## config.mk

```make
export PLATFORM = sky130hd
export DESIGN_NAME = if_fetch_queue_flat
export DESIGN_NICKNAME = d
export VERILOG_FILES = /design/src/rtl/if_fetch_queue_if.sv /design/src/rtl/if_fetch_queue.sv /design/src/flat_wrapper.sv
export SDC_FILE = /design/constraint.sdc
export NUM_CORES = 1
export LEC_CHECK = 0
export BUFFER_PORTS_ARGS = -buffer_cell sky130_fd_sc_hd__buf_2
export CAP_MARGIN = 0
export CORE_MARGIN = 2
export CORE_UTILIZATION = 58
export CTS_CLUSTER_SIZE = 14
export DETAILED_ROUTE_END_ITERATION = 7
export PLACE_DENSITY_LB_ADDON = 0.25
export SYNTH_ARGS = -nofsm -noshare
export SYNTH_HDL_FRONTEND = slang
export SYNTH_SLANG_ARGS = --single-unit
```

## constraint.sdc

```tcl
create_clock -name clk -period 3.3 [get_ports clk]
set_input_delay 0.495 -clock clk [delete_from_list [all_inputs] [get_ports clk]]
set_output_delay 0.495 -clock clk [all_outputs]
set_load 0.05 [all_outputs]
```

## src/rtl/if_fetch_queue_if.sv

```systemverilog
// Fetch-queue bus: ROM read port, ID-stage valid/ready head port and branch redirect.
// master = fetch queue side, slave = ROM / decode side.
// Statistics outputs exist only when FETCH_STATS_EN is defined.
interface if_fetch_queue_if #(
  parameter int ADDR_W = 32,
  parameter int DATA_W = 32
);
  logic              branch_flag_i;
  logic [ADDR_W-1:0] branch_addr_i;
  logic [ADDR_W-1:0] rom_addr_o;
  logic              rom_ce_o;
  logic [DATA_W-1:0] rom_data_i;
  logic              id_ready_i;
  logic              id_valid_o;
  logic [ADDR_W-1:0] id_pc_o;
  logic [DATA_W-1:0] id_inst_o;
`ifdef FETCH_STATS_EN
  logic [31:0]       fetch_cnt_o;
  logic [31:0]       flush_cnt_o;

  modport master (
    input  branch_flag_i, branch_addr_i, rom_data_i, id_ready_i,
    output rom_addr_o, rom_ce_o, id_valid_o, id_pc_o, id_inst_o,
    output fetch_cnt_o, flush_cnt_o
  );
  modport slave (
    output branch_flag_i, branch_addr_i, rom_data_i, id_ready_i,
    input  rom_addr_o, rom_ce_o, id_valid_o, id_pc_o, id_inst_o,
    input  fetch_cnt_o, flush_cnt_o
  );
`else
  modport master (
    input  branch_flag_i, branch_addr_i, rom_data_i, id_ready_i,
    output rom_addr_o, rom_ce_o, id_valid_o, id_pc_o, id_inst_o
  );
  modport slave (
    output branch_flag_i, branch_addr_i, rom_data_i, id_ready_i,
    input  rom_addr_o, rom_ce_o, id_valid_o, id_pc_o, id_inst_o
  );
`endif
endinterface

```

## src/rtl/if_fetch_queue.sv

```systemverilog
// Fetch stage: prefetches sequential ROM words into a DEPTH-entry {pc, inst} FIFO for ID.
// Latency: issue -> push 1 cycle -> id_valid 2 cycles after issue; branch target visible 3 cycles after branch.
// Backpressure: issue only while (count + inflight) < DEPTH, so a stalled ID never loses data.
// Optional statistics counters are enabled by defining FETCH_STATS_EN.
module if_fetch_queue #(
  parameter int              ADDR_W   = 32,
  parameter int              DATA_W   = 32,
  parameter int              DEPTH    = 4,
  parameter logic [ADDR_W-1:0] RESET_PC = '0
) (
  input logic              clk,
  input logic              rst,
  if_fetch_queue_if.master bus
);
  localparam int PW = $clog2(DEPTH);
  localparam int CW = PW + 1;
  localparam logic [DATA_W-1:0] NOP = DATA_W'(32'h0000_0013);

  logic [ADDR_W-1:0] fetch_pc;
  logic              inflight;
  logic [ADDR_W-1:0] inflight_pc;
  logic [PW-1:0]     wr_ptr;
  logic [PW-1:0]     rd_ptr;
  logic [CW-1:0]     count;
  logic [ADDR_W-1:0] mem_pc   [DEPTH];
  logic [DATA_W-1:0] mem_inst [DEPTH];

  logic issue;
  logic push;
  logic pop;
  logic flush;
  logic unused_addr_bits;

  assign flush = bus.branch_flag_i;
  // Credits are the registered occupancy plus the read already on its way back.
  assign issue = !rst && !flush &&
                 ((CW+1)'(count) + (CW+1)'(inflight) < (CW+1)'(DEPTH));
  assign push  = inflight && !flush;
  assign pop   = (count != '0) && bus.id_ready_i;

  assign bus.rom_ce_o   = issue;
  assign bus.rom_addr_o = fetch_pc;
  assign bus.id_valid_o = (count != '0);
  assign bus.id_pc_o    = (count != '0) ? mem_pc[rd_ptr]   : '0;
  assign bus.id_inst_o  = (count != '0) ? mem_inst[rd_ptr] : NOP;

  // Target low bits are dropped: fetches are always word aligned.
  assign unused_addr_bits = ^bus.branch_addr_i[1:0];

  // Fetch address and in-flight read tracking.
  always_ff @(posedge clk or posedge rst) begin
    if (rst) begin
      fetch_pc    <= RESET_PC;
      inflight    <= 1'b0;
      inflight_pc <= '0;
    end else if (flush) begin
      fetch_pc <= {bus.branch_addr_i[ADDR_W-1:2], 2'b00};
      inflight <= 1'b0;
    end else begin
      inflight <= issue;
      if (issue) begin
        fetch_pc    <= fetch_pc + ADDR_W'(4);
        inflight_pc <= fetch_pc;
      end
    end
  end

  // FIFO pointers and occupancy; a flush empties the queue after any same-cycle pop.
  always_ff @(posedge clk or posedge rst) begin
    if (rst) begin
      wr_ptr <= '0;
      rd_ptr <= '0;
      count  <= '0;
    end else if (flush) begin
      wr_ptr <= '0;
      rd_ptr <= '0;
      count  <= '0;
    end else begin
      if (push) wr_ptr <= wr_ptr + PW'(1);
      if (pop)  rd_ptr <= rd_ptr + PW'(1);
      count <= count + CW'(push) - CW'(pop);
    end
  end

  // Storage: returned ROM word lands next to the pc it was fetched from.
  always_ff @(posedge clk) begin
    if (push) begin
      mem_pc[wr_ptr]   <= inflight_pc;
      mem_inst[wr_ptr] <= bus.rom_data_i;
    end
  end

`ifdef FETCH_STATS_EN
  logic [31:0] fetch_cnt;
  logic [31:0] flush_cnt;
  logic        flush_hit;

  // A flush counts only if it threw away a queued entry or a returning read.
  assign flush_hit = flush && (((count - CW'(pop)) != '0) || inflight);

  // Saturating pop and useful-flush counters.
  always_ff @(posedge clk or posedge rst) begin
    if (rst) begin
      fetch_cnt <= '0;
      flush_cnt <= '0;
    end else begin
      if (pop && (fetch_cnt != 32'hFFFF_FFFF))       fetch_cnt <= fetch_cnt + 32'd1;
      if (flush_hit && (flush_cnt != 32'hFFFF_FFFF)) flush_cnt <= flush_cnt + 32'd1;
    end
  end

  assign bus.fetch_cnt_o = fetch_cnt;
  assign bus.flush_cnt_o = flush_cnt;
`endif
endmodule

```

## src/flat_wrapper.sv

```systemverilog
// flat-port wrapper written by rule: the top's interface ports become plain ports
module if_fetch_queue_flat 
#(
  parameter int              ADDR_W   = 32,
  parameter int              DATA_W   = 32,
  parameter int              DEPTH    = 4,
  parameter logic [ADDR_W-1:0] RESET_PC = '0
)
  (clk, rst, bus_branch_flag_i, bus_branch_addr_i, bus_rom_data_i, bus_id_ready_i, bus_rom_addr_o, bus_rom_ce_o, bus_id_valid_o, bus_id_pc_o, bus_id_inst_o);
  if_fetch_queue_if #(.ADDR_W(ADDR_W), .DATA_W(DATA_W)) bus_i ();
  input logic clk;
  input logic rst;
  input wire logic [$bits(bus_i.branch_flag_i)-1:0] bus_branch_flag_i;
  input wire logic [$bits(bus_i.branch_addr_i)-1:0] bus_branch_addr_i;
  input wire logic [$bits(bus_i.rom_data_i)-1:0] bus_rom_data_i;
  input wire logic [$bits(bus_i.id_ready_i)-1:0] bus_id_ready_i;
  output wire logic [$bits(bus_i.rom_addr_o)-1:0] bus_rom_addr_o;
  output wire logic [$bits(bus_i.rom_ce_o)-1:0] bus_rom_ce_o;
  output wire logic [$bits(bus_i.id_valid_o)-1:0] bus_id_valid_o;
  output wire logic [$bits(bus_i.id_pc_o)-1:0] bus_id_pc_o;
  output wire logic [$bits(bus_i.id_inst_o)-1:0] bus_id_inst_o;
  assign bus_i.branch_flag_i = bus_branch_flag_i;
  assign bus_i.branch_addr_i = bus_branch_addr_i;
  assign bus_i.rom_data_i = bus_rom_data_i;
  assign bus_i.id_ready_i = bus_id_ready_i;
  assign bus_rom_addr_o = bus_i.rom_addr_o;
  assign bus_rom_ce_o = bus_i.rom_ce_o;
  assign bus_id_valid_o = bus_i.id_valid_o;
  assign bus_id_pc_o = bus_i.id_pc_o;
  assign bus_id_inst_o = bus_i.id_inst_o;
  if_fetch_queue #(.ADDR_W(ADDR_W), .DATA_W(DATA_W), .DEPTH(DEPTH), .RESET_PC(RESET_PC)) u_core (.clk(clk), .rst(rst), .bus(bus_i));
endmodule
```

==> results of run 1 <==
[power by group]
group          internal (mW)  leakage, nW  switching [mW]
registers               4.77         3.07           0.409
clock network           2.08        0.524            1.41
logic                   1.39         1.87            2.98
total                   8.24         5.46            4.79
[stage by stage]
stage,hold WS [ns],cell area [um^2],cells
floorplan,0.469,12800,708
global placement,0.487,14000,1131
detailed placement,0.500,14000,1131
CTS,0.135,15100,1189
global route,0.149,15100,1189
finish,0.151,15100,1189
[worst min-delay path by stage]
stage,from,to,slack (ns),cells after the start
after floorplan,u_core.inflight_pc[13],u_core.mem_pc[0][13],0.47,0
after global placement,u_core.inflight_pc[12],u_core.mem_pc[2][12],0.49,0
after detailed placement,u_core.inflight_pc[8],u_core.mem_pc[3][8],0.50,0
after CTS,bus_rom_data_i[29],u_core.mem_inst[1][29],0.14,1
after global routing,bus_rom_data_i[29],u_core.mem_inst[1][29],0.15,1
final,bus_branch_addr_i[26],u_core.bus.rom_addr_o[26],0.15,3
[registers in the layout (all words and copies together) (netlist names)]
register               count
u_core.inflight_pc        30
u_core.wr_ptr              2
u_core.mem_pc            120
u_core.count               3
u_core.rd_ptr              2
u_core.mem_inst          128
u_core.bus.rom_addr_o     30
u_core.inflight            1
[layout make-up]
| type | count | area [um^2] |
|---|---|---|
| clock inverter | 16 | 158 |
| multi-input combinational | 347 | 3480 |
| inverter | 8 | 30.0 |
| timing repair buffer | 180 | 1020 |
| clock buffer | 42 | 872 |
| tap | 280 | 350 |
| sequential | 316 | 9150 |
| fill | 1397 | 6700 |
[worst max-delay path, cell delays in order, from the launching register on]
cell     delay, ns
dfrtp_1       0.44
ha_1          0.29
o211a_1       0.29
o32a_1        0.45
nor3_1        0.23
buf_2         0.30
[routing by layer]
layer / global-route usage (%) / share of wire (%) / up-vias
met4: 4.81 / 1.4 / 0
met2: 35.9 / 50 / 263
met5: 0 / 0 / -
li1: - / - / 3089
met1: 31.0 / 43 / 3506
met3: 3.53 / 6.1 / 32
[Yosys cell counts, drive strengths merged (9+ instances only)]
master  count
and2       66
buf        16
clkbuf     21
dfrtp      68
edfxtp    248
mux2       34
mux4       62
nand2      36
nand3      11
nand4      12
nor2       10
nor3       10
o21ai      22
xnor2      20
xor2        9
[logic make-up after synthesis]
family | synth area share (%)
flip-flops | 71.4
AND/OR/NAND/NOR | 8.42
multiplexers | 14.0
buffers and inverters | 1.67
AO/OA/AOI/OAI | 1.51
XOR/XNOR | 1.98
adder cells (fa/ha/maj) | 0.938
other | 0.0293
[cells in the final DEF (no fill, tap or decap), types with 15 or more instances in the layout]
master     instances
xnor2_1           20
mux4_2            62
o21ai_1           15
and2_1            62
nand2_1           35
buf_4             16
mux2_2            31
edfxtp_1         248
clkbuf_16         31
buf_2            159
dfrtp_1           66
==> summary.md, run 1 <==
| Metric | Value |
|---|---|
| Status | `finished clean` |
| Antenna viol nets, final | `0` |
| Clock root buffer | `clkbuf_16` |
| DP HPWL | `16.2 mm` |
| Asr flop ratio synth | `21.5%` |
| RSZ-0062 raised after global routing | `no` |
| CTS tree | `built` |
| Syn_area_per_cell | `18.2 um^2` |
| H-tree depth | `1` |
| Final-stage net count | `961` |
| Startpoint types | `flop` |
| Latest clock arrival within the worst-skew pair | `0.55 ns` |
| PnR Total Power | `13.0 mW` |
| Crit Path Max Fanout | `14` |
| Number of setup buffers added after CTS | `0` |
| Worst Tran Pin Value | `0.737 ns` |
| Clk_skew | `0.0228 ns` |
| Number of I/O port buffers | `159` |
| Diodes inserted | `0` |
| Post-Syn Instances | `705` |
| Final Setup Violations | `0` |
| Period utilization | `92.4%` |
| Gr ovfl total | `0` |
| First-pass GRT wire length | `40.0 mm` |
| # DRC | `0` |
| TNS Setup | `0 ns` |
| Clk slew on worst S/H paths | `0.06 ns` |
| Total CTS buffers | `31` |
| Worst Reg-to-Reg Cells | `6` |
| DIE WIDTH | `153 um` |
| Rows | `54` |
| Wirelength per Cell | `21.1 um` |
| Top FF cell, synth | `edfxtp_1` |
| Reg-to-reg critical path startpoint | `u_core.count[1]` |
| Worst vdd ir | `0.564 mV` |
| Reg2Reg Setup Slack | `0.64 ns` |
| Clock Tree Buf Depth | `3` |
| Final worst setup slack | `0.252 ns` |
| Fin util | `69.2%` |
| Lkg Pwr | `5.46 nW` |
| Yosys top cell area share | `58.1%` |
| Yosys cell types | `46` |
| Pin count of the biggest net entering global routing | `61` |
| Initial Utilization | `58.9%` |
| Power Density | `866 nW/um^2` |
| Routed WL | `25.1 mm` |
| RePlAce Congestion | `0.850` |
| Yosys warns | `0` |
| Total GRT Usage | `21.7%` |
| Post-synth EDFFs | `248` |
| Clk sinks | `316` |
| Final min period | `3.05 ns` |
| Relative slew margins | `50.8%` |
| Vias in the first global route | `7314` |
| R2r endpoint | `u_core.bus.rom_addr_o[22]` |
| Required @ worst endpoint | `2.80 ns` |
| # IOs | `166` |
| Crit path to | `bus_rom_ce_o` |
| Post-Synthesis Cell Area | `12800 um^2` |
| Fin. Hold Viols | `0` |
| Router iterations before antenna repair | `7` |
| Pre-CTS WS | `0.697 ns` |
| Number of max-cap violations | `0` |
| Min-Delay Path Class | `input pin to flop` |
| Initial antenna violation count | `0` |
| Seq/Total Area, Yosys | `71.4%` |
| Detailed-route via count | `6890` |
| CTS Hold Bufs | `0` |
| Die ar. | `23300 um^2` |
| Setup crit start | `u_core.count[1]` |
| Die Ht | `153 um` |
| Worst setup EP type | `output port` |
| DRT iter0 DRCs | `444` |
| Critical path arrival | `2.55 ns` |
| Largest cells by area after synthesis | `edfxtp_1 (58%), dfrtp_1 (13%), mux4_2 (11%), and2_1 (3.2%), mux2_2 (2.7%)` |
| Synthesis-stage register bit count | `316` |
| Yosys top cell by area | `edfxtp_1` |
| Area delta synth->final | `17.5%` |
| # resized after CTS | `0` |
| Vias per cell | `5.79` |
| F_max | `328 MHz` |
| Final Max Tran Viols | `0` |
| Share of layout cells above drive strength 1 | `38.6%` |
| CORE AREA | `21800 um^2` |
| Worst Path Class, Setup | `flop to output port` |
No activity file was read; power rests on OpenSTA's default activity.
==> run 2, diff against run 1 <==
Settings changed: BUFFER_PORTS_ARGS -buffer_cell sky130_fd_sc_hd__buf_2 to not set, CORE_UTILIZATION 58 to 60, DONT_BUFFER_PORTS set to 1, SETUP_SLACK_MARGIN set to 0.02, SLEW_MARGIN set to 0.
==> summary.md, run 2 (synthesized netlist as in run 1, its figures left out) <==
| Metric | Value |
|---|---|
| Period utilization | `91.4% (-0.97 points)` |
| Clock Tree Buf Depth | `3 (unchanged)` |
| # DRC | `0 (unchanged)` |
| Min-Delay Path Class | `input pin to flop` |
| Worst Tran Pin Value | `0.965 ns (+0.229 ns)` |
| Share of layout cells above drive strength 1 | `24.0% (-15 points)` |
| Clk slew on worst S/H paths | `0.06 ns (about the same)` |
| Final worst setup slack | `0.285 ns (+0.0321 ns)` |
| Status | `finished clean` |
| Most common cell after layout, fill and taps aside | `edfxtp_1` |
| Total CTS buffers | `31 (unchanged)` |
| F_max | `332 MHz (+1.1%)` |
| Met2 wire length | `11.3 mm (-9.1%)` |
| Initial antenna violation count | `0 (unchanged)` |
| WHS | `0.0304 ns (-0.121 ns)` |
| Detailed-route via count | `6228 (-9.6%)` |
| Final-stage net count | `799 (-17%)` |
| CTS tree | `built` |
| Critical path arrival | `2.52 ns (-0.03 ns)` |
| Fin. Hold Viols | `0 (unchanged)` |
| Fillers | `1372 (-1.8%)` |
| Area occupied by registers | `9150 um^2 (unchanged)` |
| RePlAce Congestion | `0.861 (+1.3%)` |
| Rows | `53 (-1.9%)` |
| Routed WL | `23.6 mm (-6.0%)` |
| DR WL met3 | `1.96 mm (+27%)` |
| Power Density | `873 nW/um^2 (+0.88%)` |
| # IOs | `166 (unchanged)` |
| Gr ovfl total | `0 (unchanged)` |
| Final min period | `3.02 ns (-0.0321 ns)` |
| DIE WIDTH | `150 um (-1.6%)` |
| Top routing layer in use | `met4` |
| Area of the multi-input gates | `3480 um^2 (unchanged)` |
| Final Setup Violations | `0 (unchanged)` |
| Crit Path Max Fanout | `27 (+13)` |
| TNS Setup | `0 ns (unchanged)` |
| Vias in the first global route | `6627 (-9.4%)` |
| Worst vdd ir | `0.570 mV (+1.1%)` |
| DP HPWL | `14.4 mm (-11%)` |
| Worst Path Class, Setup | `flop to output port` |
| First-pass GRT wire length | `36.9 mm (-7.7%)` |
| Total GRT Usage | `21.4% (-0.22 points)` |
| CORE AREA | `21000 um^2 (-3.4%)` |
| Latest clock arrival within the worst-skew pair | `0.55 ns (about the same)` |
| Clock root buffer | `clkbuf_16` |
| Most frequent cells in the layout | `edfxtp_1 (248), dfrtp_1 (66), and2_1 (62), mux4_2 (62), nand2_1 (35)` |
| Critical Path Slowest Stage Cell | `dfrtp_4` |
| Clk sinks | `316 (unchanged)` |
| Area delta synth->final | `10.7%` |
| Vias per cell | `6.10 (+5.3%)` |
| Clk_skew | `0.00662 ns (-0.0162 ns)` |
| Crit-path cells | `buf_12 > mux4_2 > and2_1` |
| Number of setup buffers added after CTS | `0 (unchanged)` |
| Wire length on met1 | `9.74 mm (-8.9%)` |
| H-tree depth | `1 (unchanged)` |
| Reg with most FFs | `u_core.mem_inst` |
| Router iterations before antenna repair | `5 (-2)` |
| Antenna viol nets, final | `0 (unchanged)` |
| Diodes inserted | `0 (unchanged)` |
| Required @ worst endpoint | `2.80 ns (about the same)` |
| Fin util | `67.5% (-1.7 points)` |
| DRT iter0 DRCs | `470 (+5.9%)` |
| Pre-CTS WS | `0.731 ns (+0.0346 ns)` |
| Number of max-cap violations | `0 (unchanged)` |
| Wirelength per Cell | `23.1 um (+9.5%)` |
| Startpoint types | `flop` |
| Lkg Pwr | `4.73 nW (-14%)` |
| Relative slew margins | `35.6% (-15 points)` |
| Crit path largest cell delay | `0.78 ns (+0.33 ns)` |
| RSZ-0062 raised after global routing | `no` |
| Max FFs per register | `128 (unchanged)` |
| Final Max Tran Viols | `0 (unchanged)` |
| Number of I/O port buffers | `0 (-100%)` |
| Biggest regs | `u_core.mem_inst x128, u_core.mem_pc x120` |
| Die Ht | `150 um (-1.6%)` |
| Die ar. | `22500 um^2 (-3.2%)` |
| Worst setup EP type | `output port` |
| Initial Utilization | `60.9% (+2.1 points)` |
| Pin count of the biggest net entering global routing | `63 (+3.3%)` |
| PnR Total Power | `12.4 mW (-5.0%)` |
[run 2: cell count changes in the layout (fill, tap and decap cells not counted), moves of 2 or more]
| cell | previous run | this run |
|---|---|---|
| buf_2 | 159 | 0 |
| buf_4 | 16 | 11 |
| clkbuf_4 | 4 | 0 |
| dlygate4sd3_1 | 0 | 4 |
| clkinv_1 | 3 | 6 |
| buf_12 | 5 | 3 |
| clkbuf_1 | 3 | 5 |
[run 2: what timing repair did]
item / 4_1_cts / 5_1_grt
gates resized for setup: 0 / 0
endpoints found under the hold margin: 35 / 0
hold buffers: 4 / 0
[run 2: stage by stage]
step,area [um^2],cells
floorplan,12800,708
finish,14200,1021
CTS,14200,1021
global placement,13100,960
detailed placement,13100,960
global route,14200,1021
[run 2: power by group]
| part | switching (mW) | internal, mW | total, mW |
|---|---|---|---|
| clock network | 1.38 | 2.01 | 3.40 |
| registers | 0.532 | 4.77 | 5.30 |
| logic | 2.66 | 1.03 | 3.69 |
[run 2: layout make-up]
class,instances,area share [%]
clock buffers,39,5.89
clock inverters,18,1.12
inverters,8,0.212
multi-input cells,347,24.5
flip-flops and latches,316,64.5
well taps,275,2.43
repair buffers,18,1.29
[run 2: metal layers]
layer,vias up,global-route usage [%]
met5,-,0
met4,0,5.85
met3,43,5.85
met2,218,34.9
met1,3197,29.1
li1,2770,-
[run 2: path summary, 6_finish.rpt]
check / slack [ns] / start / to / cells after the start
max: 0.28 / u_core.rd_ptr[0] / bus_id_pc_o[8] / 3
min: 0.03 / bus_branch_flag_i / u_core.bus.rom_addr_o[16] / 1
max reg2reg: 0.72 / u_core.count[1] / u_core.inflight_pc[6] / 6
min reg2reg: 0.52 / u_core.inflight_pc[27] / u_core.mem_pc[1][27] / 0
max in group asynchronous: 2.02 / rst / u_core.inflight_pc[3] / 3
min in group asynchronous: 0.54 / rst / u_core.bus.rom_addr_o[15] / 2
[run 2: worst max-delay path: cells and delay by family (launching register included)]
kind,cells,cell delay (ns)
flops,1,0.78
buf+inv,1,0.27
mux,1,0.54
simple gates,1,0.35
==> run 3, diff against run 2 <==
==> constraint.sdc (replaced) <==
create_clock -name clk -period 3.3 [get_ports clk]
set_input_delay 0.33 -clock clk [delete_from_list [all_inputs] [get_ports clk]]
set_output_delay 0.33 -clock clk [all_outputs]
set_load 0.05 [all_outputs]
==> summary.md, run 3 (synthesized netlist as in run 1, its figures left out) <==
| Metric | Value |
|---|---|
| Rows | `53 (unchanged)` |
| Reg with most FFs | `u_core.mem_inst` |
| # DRC | `0 (unchanged)` |
| R2r endpoint | `u_core.bus.rom_addr_o[12]` |
| RePlAce Congestion | `0.857 (-0.53%)` |
| Relative slew margins | `35.3% (-0.36 points)` |
| Number of I/O port buffers | `0 (unchanged)` |
| Gr ovfl total | `0 (unchanged)` |
| Placed cell count | `961 (+0.10%)` |
| Period utilization | `92.0% (+0.62 points)` |
| Initial antenna violation count | `1 (+1)` |
| DP HPWL | `14.6 mm (+1.4%)` |
| DRT iter0 DRCs | `515 (+9.6%)` |
| Worst Min Path Start | `rst` |
| Total CTS buffers | `30 (-3.2%)` |
| Worst vdd ir | `0.448 mV (-21%)` |
| Router iterations before antenna repair | `4 (-1)` |
| CTS Hold Bufs | `64 (+60)` |
| Final-stage net count | `859 (+7.5%)` |
| Crit path largest cell delay | `0.58 ns (-0.20 ns)` |
| Worst Tran Pin Value | `0.971 ns (+0.00539 ns)` |
| Min-Delay Path Class | `input pin to flop` |
| Final min period | `3.04 ns (+0.0205 ns)` |
| Biggest regs | `u_core.mem_inst x128, u_core.mem_pc x120` |
| Finished Layout Cells | `1081 (+5.9%)` |
| Number of setup buffers added after CTS | `0 (unchanged)` |
| Startpoint types | `flop` |
| Final Setup Violations | `0 (unchanged)` |
| Worst Path Class, Setup | `flop to output port` |
| Crit-path cells | `ha_1 > o211a_1 > o32a_1 > buf_4 > nor3_1 > buf_4` |
| Lkg Pwr | `5.00 nW (+5.9%)` |
| H-tree depth | `1 (unchanged)` |
| # IOs | `166 (unchanged)` |
| Die Ht | `150 um (unchanged)` |
| Number of max-cap violations | `0 (unchanged)` |
| Area delta synth->final | `15.9%` |
| Vias per cell | `6.09 (-0.21%)` |
| Most common cell after layout, fill and taps aside | `edfxtp_1` |
| Reg-to-reg critical path startpoint | `u_core.count[1]` |
| Antenna viol nets, final | `0 (unchanged)` |
| Die ar. | `22500 um^2 (unchanged)` |
| Status | `finished clean` |
| F_max | `329 MHz (-0.68%)` |
| Hold Path End | `u_core.bus.rom_addr_o[5]` |
| Wirelength per Cell | `23.0 um (-0.39%)` |
| PnR Total Power | `12.7 mW (+2.2%)` |
| First-pass GRT wire length | `38.5 mm (+4.3%)` |
| Latest clock arrival within the worst-skew pair | `0.55 ns (about the same)` |
| Most common cell on crit path | `buf_4` |
| Power Density | `853 nW/um^2 (-2.3%)` |
| Clock root buffer | `clkbuf_16` |
| Most frequent cells in the layout | `edfxtp_1 (248), dfrtp_1 (66), dlygate4sd3_1 (63), and2_1 (62), mux4_2 (62)` |
| Fillers | `1319 (-3.9%)` |
| Worst Hold Path Cells | `3 (+2)` |
| TNS Setup | `0 ns (unchanged)` |
| CORE AREA | `21000 um^2 (unchanged)` |
| Worst setup EP type | `output port` |
| Final Max Tran Viols | `0 (unchanged)` |
| WHS | `0.0277 ns (-0.00278 ns)` |
| Crit Path Max Fanout | `12 (-56%)` |
| Critical path arrival | `2.71 ns (+0.19 ns)` |
| DIE WIDTH | `150 um (unchanged)` |
| Reg2Reg Setup Slack | `0.74 ns (+0.02 ns)` |
| Dpl cell area | `13100 um^2 (about the same)` |
| Pin count of the biggest net entering global routing | `63 (unchanged)` |
| Share of layout cells above drive strength 1 | `22.6% (-1.4 points)` |
| Total GRT Usage | `22.4% (+1.0 points)` |
| Routed WL | `24.8 mm (+5.5%)` |
| Clk slew on worst S/H paths | `0.06 ns (about the same)` |
| Vias in the first global route | `6676 (+0.74%)` |
| Clock Tree Buf Depth | `3 (unchanged)` |
| Worst Reg-to-Reg Cells | `7 (+1)` |
| Initial Utilization | `60.9% (unchanged)` |
| Max FFs per register | `128 (unchanged)` |
| Fin. Hold Viols | `0 (unchanged)` |
| Fin area | `14800 um^2 (+4.7%)` |
| RSZ-0062 raised after global routing | `no` |
| Diodes inserted | `0 (unchanged)` |
| CTS tree | `built` |
| # resized after CTS | `0 (unchanged)` |
| Clk sinks | `316 (unchanged)` |
| Critical Path Slowest Stage Cell | `o32a_1` |
| Required @ worst endpoint | `2.97 ns (+0.17 ns)` |
| Clk_skew | `0.0180 ns (+0.0114 ns)` |
| Detailed-route via count | `6580 (+5.7%)` |
## run 3: where the power goes
part	internal, mW	leakage, nW	switching [mW]
logic	1.05	1.41	2.70
clock network	2.20	0.519	1.40
registers	4.77	3.07	0.541
## run 3: layout make-up
class                           count  area, um^2  share of cell area (%)
Inverter                            8        30.0                   0.202
Sequential cell                   316        9150                    61.7
Timing Repair Buffer               79         788                    5.31
Multi-Input combinational cell    347        3480                    23.4
Clock buffer                       42         857                    5.77
Clock inverter                     14         196                    1.32
Tap cell                          275         344                    2.32
## run 3: critical path: cells and delay by family (launching register included)
kind,cells,cell delay [ns]
compound gates,2,0.83
buf+inv,2,0.51
flops,1,0.46
fa+ha+maj,1,0.30
simple gates,1,0.07
## run 3: stage by stage
| step | util (%) | setup WS (ns) |
|---|---|---|
| after floorplan | - | 0.518 |
| after global placement | 62.5 | 0.821 |
| after detailed placement | 62.5 | 0.739 |
| after CTS | 70.6 | 0.252 |
| after global routing | 70.6 | 0.143 |
| final | 70.6 | 0.264 |
## run 3: per-layer routing
layer	wire length, um	global-route usage (%)
met4	402	4.76
met5	48	0
met3	1850	5.03
met2	12300	36.8
met1	10300	31.6
## run 3: worst max-delay path by stage
stage	end	cells past startpoint	startpoint	slack (ns)
final	bus_rom_ce_o	6	u_core.count[2]	0.26
after detailed placement	u_core.inflight_pc[14]	6	u_core.count[2]	0.74
after CTS	bus_rom_ce_o	6	u_core.count[2]	0.25
after floorplan	bus_rom_ce_o	5	u_core.count[1]	0.52
after global routing	bus_rom_ce_o	6	u_core.count[2]	0.14
after global placement	u_core.count[2]	10	u_core.count[1]	0.82
